<file path="config.mk">
export PLATFORM = sky130hd
export DESIGN_NAME = gp_read_arbiter
export DESIGN_NICKNAME = d
export VERILOG_FILES = /design/src/rtl/gp_read_arbiter.sv
export SDC_FILE = /design/constraint.sdc
export NUM_CORES = 1
export LEC_CHECK = 0
export CAP_MARGIN = 20
export CORE_AREA = 2 2 140 142
export DETAILED_ROUTE_END_ITERATION = 10
export DIE_AREA = 0 0 142 144
export PLACE_DENSITY = 0.51
export SLEW_MARGIN = 40
export SYNTH_ARGS = -nofsm -noshare
export SYNTH_HDL_FRONTEND = slang
export SYNTH_SLANG_ARGS = --single-unit
</file>
<file path="constraint.sdc">
create_clock -name clk -period 2.89 [get_ports clk]
set_input_delay 0.289 -clock clk [delete_from_list [all_inputs] [get_ports clk]]
set_output_delay 0.289 -clock clk [all_outputs]
set_load 0.01 [all_outputs]
</file>
<file path="src/rtl/gp_read_arbiter.sv">
`default_nettype none
// ============================================================================
// Module      : gp_read_arbiter
// Description : Two-requester DRAM read arbiter. Grants are combinational,
//               round-robin between requester 0 (command fetch) and
//               requester 1 (fill/line engine), and are written straight into
//               the DRAM address FIFO. A tag FIFO remembers the issue order
//               so that returning read-data beats are routed back to the
//               requester that issued them, BEATS beats per request.
//
// Ports       : clk, rst             - clock, synchronous active-high reset
//               r0_req/addr/gnt      - requester 0 request, address, grant
//               r0_rd_valid          - read beat valid for requester 0
//               r1_req/addr/gnt      - requester 1 request, address, grant
//               r1_rd_valid          - read beat valid for requester 1
//               rd_data              - shared read data (rdf_dout passthrough)
//               af_full/wr_en/addr_din - DRAM address FIFO interface
//               rdf_valid/dout/rd_en - DRAM read-data FIFO interface
//               busy                 - one or more requests outstanding
//               err_orphan           - sticky: beat seen with nothing
//                                      outstanding
// Revision    : 1.0 - initial release
// ============================================================================
module gp_read_arbiter #(
    parameter int MAX_OUT = 4,
    parameter int BEATS   = 2
) (
    input  logic         clk,
    input  logic         rst,

    input  logic         r0_req,
    input  logic [30:0]  r0_addr,
    output logic         r0_gnt,
    output logic         r0_rd_valid,

    input  logic         r1_req,
    input  logic [30:0]  r1_addr,
    output logic         r1_gnt,
    output logic         r1_rd_valid,

    output logic [127:0] rd_data,

    input  logic         af_full,
    output logic         af_wr_en,
    output logic [30:0]  af_addr_din,

    input  logic         rdf_valid,
    input  logic [127:0] rdf_dout,
    output logic         rdf_rd_en,

    output logic         busy,
    output logic         err_orphan
);

    localparam int PW = $clog2(MAX_OUT);
    localparam int BW = $clog2(BEATS) + 1;

    localparam logic [PW:0]   c_max_out   = (PW+1)'(MAX_OUT);
    localparam logic [BW-1:0] c_last_beat = BW'(BEATS - 1);

    // Tag FIFO: one bit per outstanding request holding the requester ID.
    logic [MAX_OUT-1:0] r_tag_mem;
    logic [PW-1:0]      r_wr_ptr;
    logic [PW-1:0]      r_rd_ptr;
    logic [PW:0]        r_count;
    logic [BW-1:0]      r_beat;
    // ID of the last granted requester. Reset to 1 so requester 0 wins
    // the first contended cycle.
    logic               r_last_gnt;
    logic               r_err_orphan;

    logic               w_can_issue;
    logic               w_gnt0;
    logic               w_gnt1;
    logic               w_push;
    logic               w_pop_beat;
    logic               w_pop_tag;
    logic               w_head_tag;
    logic               w_outstanding;

    assign w_outstanding = (r_count != '0);
    assign w_can_issue   = !af_full && (r_count < c_max_out);

    // ------------------------------------------------------------------
    // Arbitration
    // ------------------------------------------------------------------
    always_comb begin
        w_gnt0 = 1'b0;
        w_gnt1 = 1'b0;
        if (w_can_issue) begin
            if (r0_req && r1_req) begin
                if (r_last_gnt) begin
                    w_gnt0 = 1'b1;
                end else begin
                    w_gnt1 = 1'b1;
                end
            end else if (r0_req) begin
                w_gnt0 = 1'b1;
            end else if (r1_req) begin
                w_gnt1 = 1'b1;
            end
        end
    end

    assign w_push      = w_gnt0 | w_gnt1;
    assign r0_gnt      = w_gnt0;
    assign r1_gnt      = w_gnt1;
    assign af_wr_en    = w_push;
    assign af_addr_din = w_gnt0 ? r0_addr : (w_gnt1 ? r1_addr : 31'd0);

    // ------------------------------------------------------------------
    // Return path: beats are only popped against an outstanding tag, and
    // are routed to the requester at the head of the tag FIFO.
    // ------------------------------------------------------------------
    assign w_head_tag  = r_tag_mem[r_rd_ptr];
    assign w_pop_beat  = rdf_valid && w_outstanding;
    assign w_pop_tag   = w_pop_beat && (r_beat == c_last_beat);

    assign rdf_rd_en   = w_pop_beat;
    assign r0_rd_valid = w_pop_beat && !w_head_tag;
    assign r1_rd_valid = w_pop_beat &&  w_head_tag;
    assign rd_data     = rdf_dout;

    assign busy        = w_outstanding;
    assign err_orphan  = r_err_orphan;

    // ------------------------------------------------------------------
    // State
    // ------------------------------------------------------------------
    always_ff @(posedge clk) begin
        if (rst) begin
            r_tag_mem    <= '0;
            r_wr_ptr     <= '0;
            r_rd_ptr     <= '0;
            r_count      <= '0;
            r_beat       <= '0;
            r_last_gnt   <= 1'b1;
            r_err_orphan <= 1'b0;
        end else begin
            if (w_push) begin
                r_tag_mem[r_wr_ptr] <= w_gnt1;
                r_wr_ptr            <= r_wr_ptr + 1'b1;
                r_last_gnt          <= w_gnt1;
            end

            if (w_pop_beat) begin
                r_beat <= w_pop_tag ? '0 : (r_beat + 1'b1);
            end

            if (w_pop_tag) begin
                r_rd_ptr <= r_rd_ptr + 1'b1;
            end

            // Simultaneous push and pop leaves the occupancy unchanged.
            case ({w_push, w_pop_tag})
                2'b10:   r_count <= r_count + 1'b1;
                2'b01:   r_count <= r_count - 1'b1;
                default: r_count <= r_count;
            endcase

            if (rdf_valid && !w_outstanding) begin
                r_err_orphan <= 1'b1;
            end
        end
    end

endmodule
`default_nettype wire

</file>
Word level (Yosys, flattened, before mapping)

Index checks and enable logic that the tools add are counted.

Word-level logic and storage cells: 51
Bits in latches: 0
Memories kept: 0
Register bits after elaboration: 15
Bits in writable memories: 0
Bits in read-only memories: 0
Input bits: 196
Output and inout bits: 167

Div/mod/pow operators: 0
$lt $le $gt $ge: 4
$mul: 0
Multiplexer cells: 18
Add/subtract/negate cells: 5
Shift operators: 0
Equal/unequal tests: 3
Bitwise operators: 1
Reduce and logical (&&, ||, !) cells: 13

Operator list:

| kind                  | number |
|---|---|
| $mux W31              | 2 |
| $mux W1               | 11 |
| $logic_and A1 B1 Y1   | 8 |
| $add A2 B1 Y2 const B | 3 |
| $lt A2 B3 Y1 const B  | 2 |
| $pmux W3 S2           | 1 |
| $bwmux W4             | 1 |
| $eq A2 B1 Y1 const B  | 2 |
| $add A3 B1 Y3 const B | 1 |
| $logic_not A1 Y1      | 3 |
| $lt A3 B3 Y1 const B  | 1 |
| $reduce_bool A3 Y1    | 1 |
| $sub A3 B1 Y3 const B | 1 |
| $bmux W1 S2           | 1 |
| $demux W1 S2          | 1 |
| $eq A2 B2 Y1 const B  | 1 |
| $ge A2 B1 Y1 const B  | 1 |
| $mux W2               | 1 |
| $reduce_bool A2 Y1    | 1 |
| $or A1 B1 Y1          | 1 |

Logic depth before layout (Yosys ltp)

Depth after elaboration: 7
Gate-level depth with buffers: 8
Depth with buffers taken out: 8

Worst setup path after synthesis

Ideal clock, no wire load.

Path type: register to register
Start: register r_count[2]
End: register r_count[2]
Arrival time: 2085 ps
Stages on the path, launching flop included: 9
Period minus slack after synthesis: 2155 ps
Library setup time: 70 ps
Required time: 2820 ps
Path buffers: 0
Slack: 735 ps
Cells stage by stage: dfxtp_1 o31ai_4 nor3b_2 ha_1 inv_1 fa_1 xor2_1 or3_2 a21oi_1

Elaborated cells on any way between the ends: 14
Classes of those cells: add/sub: 2; order compare: 1; eq/ne: 2; mux: 3; bitwise: 1; reduce/logical: 5

RTL lines:

| item                                                     | RTL line | text |
|---|---|---|
| from (decl)                                              | 65       | `logic [PW:0] r_count;` |
| from (signal assigned)                                   | 156      | `2'b10: r_count <= r_count + 1'b1;` |
| from (signal assigned)                                   | 157      | `2'b01: r_count <= r_count - 1'b1;` |
| from (signal assigned)                                   | 158      | `default: r_count <= r_count;` |
| $reduce_bool A3 Y1 (*)                                   | 81       | `assign w_outstanding = (r_count != '0);` |
| $logic_and A1 B1 Y1 (*)                                  | 116      | `assign w_pop_beat = rdf_valid && w_outstanding;` |
| $logic_and A1 B1 Y1 (*)                                  | 117      | `assign w_pop_tag = w_pop_beat && (r_beat == c_last_beat);` |
| net w_pop_tag                                            | 77       | `logic w_pop_tag;` |
| $eq A2 B1 Y1 / $eq A2 B2 Y1 (equally long branches)      | 155      | `case ({w_push, w_pop_tag})` |
| $pmux W3 S2 / $reduce_bool A2 Y1 (equally long branches) | -        |  |

The timed path passes the listed nets; every way through them passes the cells marked *.
A chain may end at the register's enable or synchronous reset.

Worst setup path after layout

Start: input r0_req
End: output af_addr_din[12]

Cells in the longest elaborated chain, start to end: 5
Elaborated cells on any way between the ends: 9
Classes of those cells: mux: 8; reduce/logical: 1

RTL lines:

| item                                                  | RTL line | text |
|---|---|---|
| from (decl)                                           | 31       | `input logic r0_req,` |
| $mux W1 / $logic_and A1 B1 Y1 (equally long branches) | 97, 91   |  |
| $mux W1                                               | 91       | `if (r0_req && r1_req) begin` |
| $mux W1                                               | 90       | `if (w_can_issue) begin` |
| $mux W31                                              | 109      | `assign af_addr_din = w_gnt0 ? r0_addr : (w_gnt1 ? r1_addr : 31'd0);` |
| $mux W31 (*)                                          | 109      |  |
| to (decl)                                             | 45       | `output logic [30:0] af_addr_din,` |

Every way passes the cells marked *; elsewhere a longest branch is shown, timed or not.

==> impl_metrics.json <==
{
  "whs_ns": 0.4662,
  "place_inst": 469,
  "ys_seq_area_frac": 0.1404,
  "nFillCells": 2150,
  "clock_path_buffers": 2,
  "outcome": "complete, no violations",
  "hp-class": "reg -> reg",
  "fmax_mhz": 379.6,
  "cts.clk_slew.worst_paths_ns": 0.05,
  "worstSetupPathDepth": 6,
  "tritoncts": "done",
  "grt_setup_unrepaired": "no",
  "ant_nets": 0,
  "power_density_mw_per_mm2": 318.7,
  "coreArea_sq_mm": 0.01908,
  "worstMarginPinSlew_ns": 0.5725,
  "fin_skew_ns": 0.002044,
  "r2r-end": "r_count[2]",
  "start_util": 0.1121,
  "synth_ff_type": "dfxtp_1",
  "pre_cts_ws_ns": 0.2298,
  "cpPeakStageDelay_ns": 0.56,
  "peakVddDrop_uv": 257.3,
  "grt_util_all_layers": 0.06097,
  "swShare": 0.2618,
  "yosysUniqueCellTypes": 33,
  "synth_seq_cells": 15,
  "cp.arrival_ns": 2.35,
  "die_h_um": 144,
  "r2r_start": "r_count[2]",
  "drc_errors": 0,
  "gr-total-overflow": 0,
  "ys_async_sr_fraction": 0,
  "min_period_over_period": 0.9116,
  "vias_per_cell": 3.351,
  "syn_area_per_cell_sq_um": 8.256,
  "p_comb_frac": 0.393,
  "synth-edff-count": 0,
  "gp_congestion": 0.7692,
  "seq_power_share": 0.284,
  "mappedNetlistArea_sq_mm": 0.002138,
  "maxSlewHeadroom": 0.6172,
  "critPathKind": "in -> out",
  "critPathRequiredTime_ns": 2.60,
  "finalSetupViolations": 0,
  "clkPwrFrac": 0.322,
  "portBuffers": 106,
  "postCtsSetupRepairBufs": 0,
  "synthesis.instances": 259,
  "drt_iter0_markers": 26,
  "nets": 438,
  "maxCapViolations": 0,
  "cts_hold_buf": 0,
  "routed_wl_mm": 6.766,
  "syn_nets": 461,
  "hold_viol": 0,
  "design.die.area_sq_mm": 0.02045,
  "slew_violations": 0,
  "diodes": 0,
  "crit_family": "buffers and inverters",
  "insertion_delay_ns": 0.24,
  "period_needed_ns": 2.634,
  "multiInputGateArea_sq_um": 744.5,
  "drive_above_1_share": 0.06383,
  "power.net_switching_w": 0.0002153,
  "timing.critical_path.mode_cell": "clkdlybuf4s50_1",
  "seqCellArea_sq_um": 300.3,
  "postCtsResizedCells": 0,
  "final_core_util": 0.1352,
  "hold_path_depth": 2,
  "leakage_nw": 0.9094,
  "die_w_um": 142,
  "critPathLaunchType": "input port",
  "cpMaxStageDelayCell": "clkdlybuf4s50_1",
  "grt_max_degree": 33,
  "r2r_cells": 8,
  "io_pins": 363,
  "grt_pass1_vias": 1643,
  "min_to": "r_tag_mem[2]",
  "instances_no_fill": 473,
  "end_kind": "output port",
  "h-tree-depth": 1,
  "drtPass1Iterations": 4,
  "cts_num_sinks": 15,
  "crit_chain": "clkdlybuf4s50_1 > or3b_4 > a21oi_4 > buf_12 > a22o_1 > clkdlybuf4s50_1",
  "p_int_w": 0.0006070,
  "cp_num_buf_inv": 3,
  "cts_made_buffers": 3,
  "grt_antenna_before_repair": 0,
  "num_vias": 1585,
  "num_rows": 51,
  "path_max_fanout": 32,
  "fin_ws_ns": 0.2556,
  "wl_per_cell_um": 14.30,
  "cts-root-buf": "clkbuf_16",
  "area_growth_pct": 20.66,
  "fin_tns_setup_ns": 0,
  "ff2ff_setup_slack_ns": 0.52,
  "grt_pass1_wl_mm": 9.625,
  "hpwl_mm": 5.566,
  "hp-start": "r_tag_mem[2]",
  "yosys_warnings": 0
}
-- synth_stat cells, types with 2 or more instances --
library cell,count,area [sq um]
nand2b_1,2,12.51
nor2b_1,2,12.51
nor2_1,9,33.78
nand2_1,2,7.510
ha_1,5,62.56
xor2_1,3,26.28
buf_6,6,67.56
dfxtp_1,15,300.3
o21ai_0,4,20.02
nand3_1,3,15.01
a22o_1,31,271.5
nor3b_2,2,25.02
o31ai_1,5,37.54
buf_4,129,968.4
a21oi_1,11,55.05
inv_1,13,48.80
-- worst max path at each step --
stage / from / to / slack [ns]
6_report: r0_req / af_addr_din[12] / 0.26
3_3_place_gp: rdf_valid / r_count[2] / 0.29
4_1_cts: r0_req / af_addr_din[12] / 0.26
5_1_grt: r0_req / af_addr_din[12] / 0.18
2_1_floorplan: r_count[2] / r_count[2] / 0.74
3_5_place_dp: rdf_valid / r_count[2] / 0.23
-- cell usage in the layout, fill, tap and decap left out, types with 2 or more instances in the layout --
cell type	n
xor2_1	3
nand2b_1	2
inv_1	13
clkbuf_16	3
a22o_1	31
o31ai_1	5
o21ai_0	4
nand2_1	2
buf_12	2
ha_1	5
nand3_1	3
a21oi_1	11
clkdlybuf4s50_1	106
dfxtp_1	15
nor3b_2	2
nor2_1	9
nor2b_1	2
-- worst min-delay path, delay by kind of cell, from the launching register on --
kind,cells,cell delay (ns)
flops,1,0.31
compound gates,2,0.11
-- layout make-up --
cell class                      count  area share
Clock inverter                      1    0.001940
Multi-Input combinational cell     94      0.2886
Sequential cell                    15      0.1164
Clock buffer                        3     0.02910
Timing Repair Buffer              109      0.4297
Tap cell                          238      0.1154
Inverter                           13     0.01891
-- flip-flops by register name, indices dropped and copies added (netlist names) --
register / count
r_rd_ptr: 2
r_last_gnt: 1
r_wr_ptr: 2
err_orphan: 1
r_tag_mem: 4
r_count: 3
r_beat: 2
-- power by group through the flow --
stage | Combinational, W | Clock, W | Sequential [W]
3_5_place_dp | 0.000326 | 0 | 0.000238
5_1_grt | 0.000349 | 0.000287 | 0.000236
6_report | 0.000324 | 0.000265 | 0.000234
3_3_place_gp | 0.000324 | 0 | 0.000237
4_1_cts | 0.000329 | 0.000276 | 0.000234
2_1_floorplan | 0.000312 | 0 | 0.000236
-- kinds of logic after synthesis --
family | after synthesis | synth area share
mux | 3 | 0.02048
flops | 15 | 0.1404
buf+inv | 150 | 0.5114
xor+xnor | 3 | 0.01229
simple gates | 29 | 0.07958
fa+ha+maj | 6 | 0.03862
compound gates | 53 | 0.1972
-- metal layers --
layer | global-route usage | share of wire | up-vias
met5 | 0.02256 | 0.0089 | -
met4 | 0.03789 | 0.053 | 2
met3 | 0.04934 | 0.19 | 40
met2 | 0.09230 | 0.44 | 161
met1 | 0.05520 | 0.31 | 684
li1 | - | - | 698
-- stage by stage --
stage,power [W],instance area (sq um)
2_1_floorplan,0.0005481,2138
3_3_place_gp,0.0005612,2500
4_1_cts,0.0008385,2580
5_1_grt,0.0008728,2580
3_5_place_dp,0.0005639,2500
6_report,0.0008223,2580
Power figures use the tool's default switching activity.
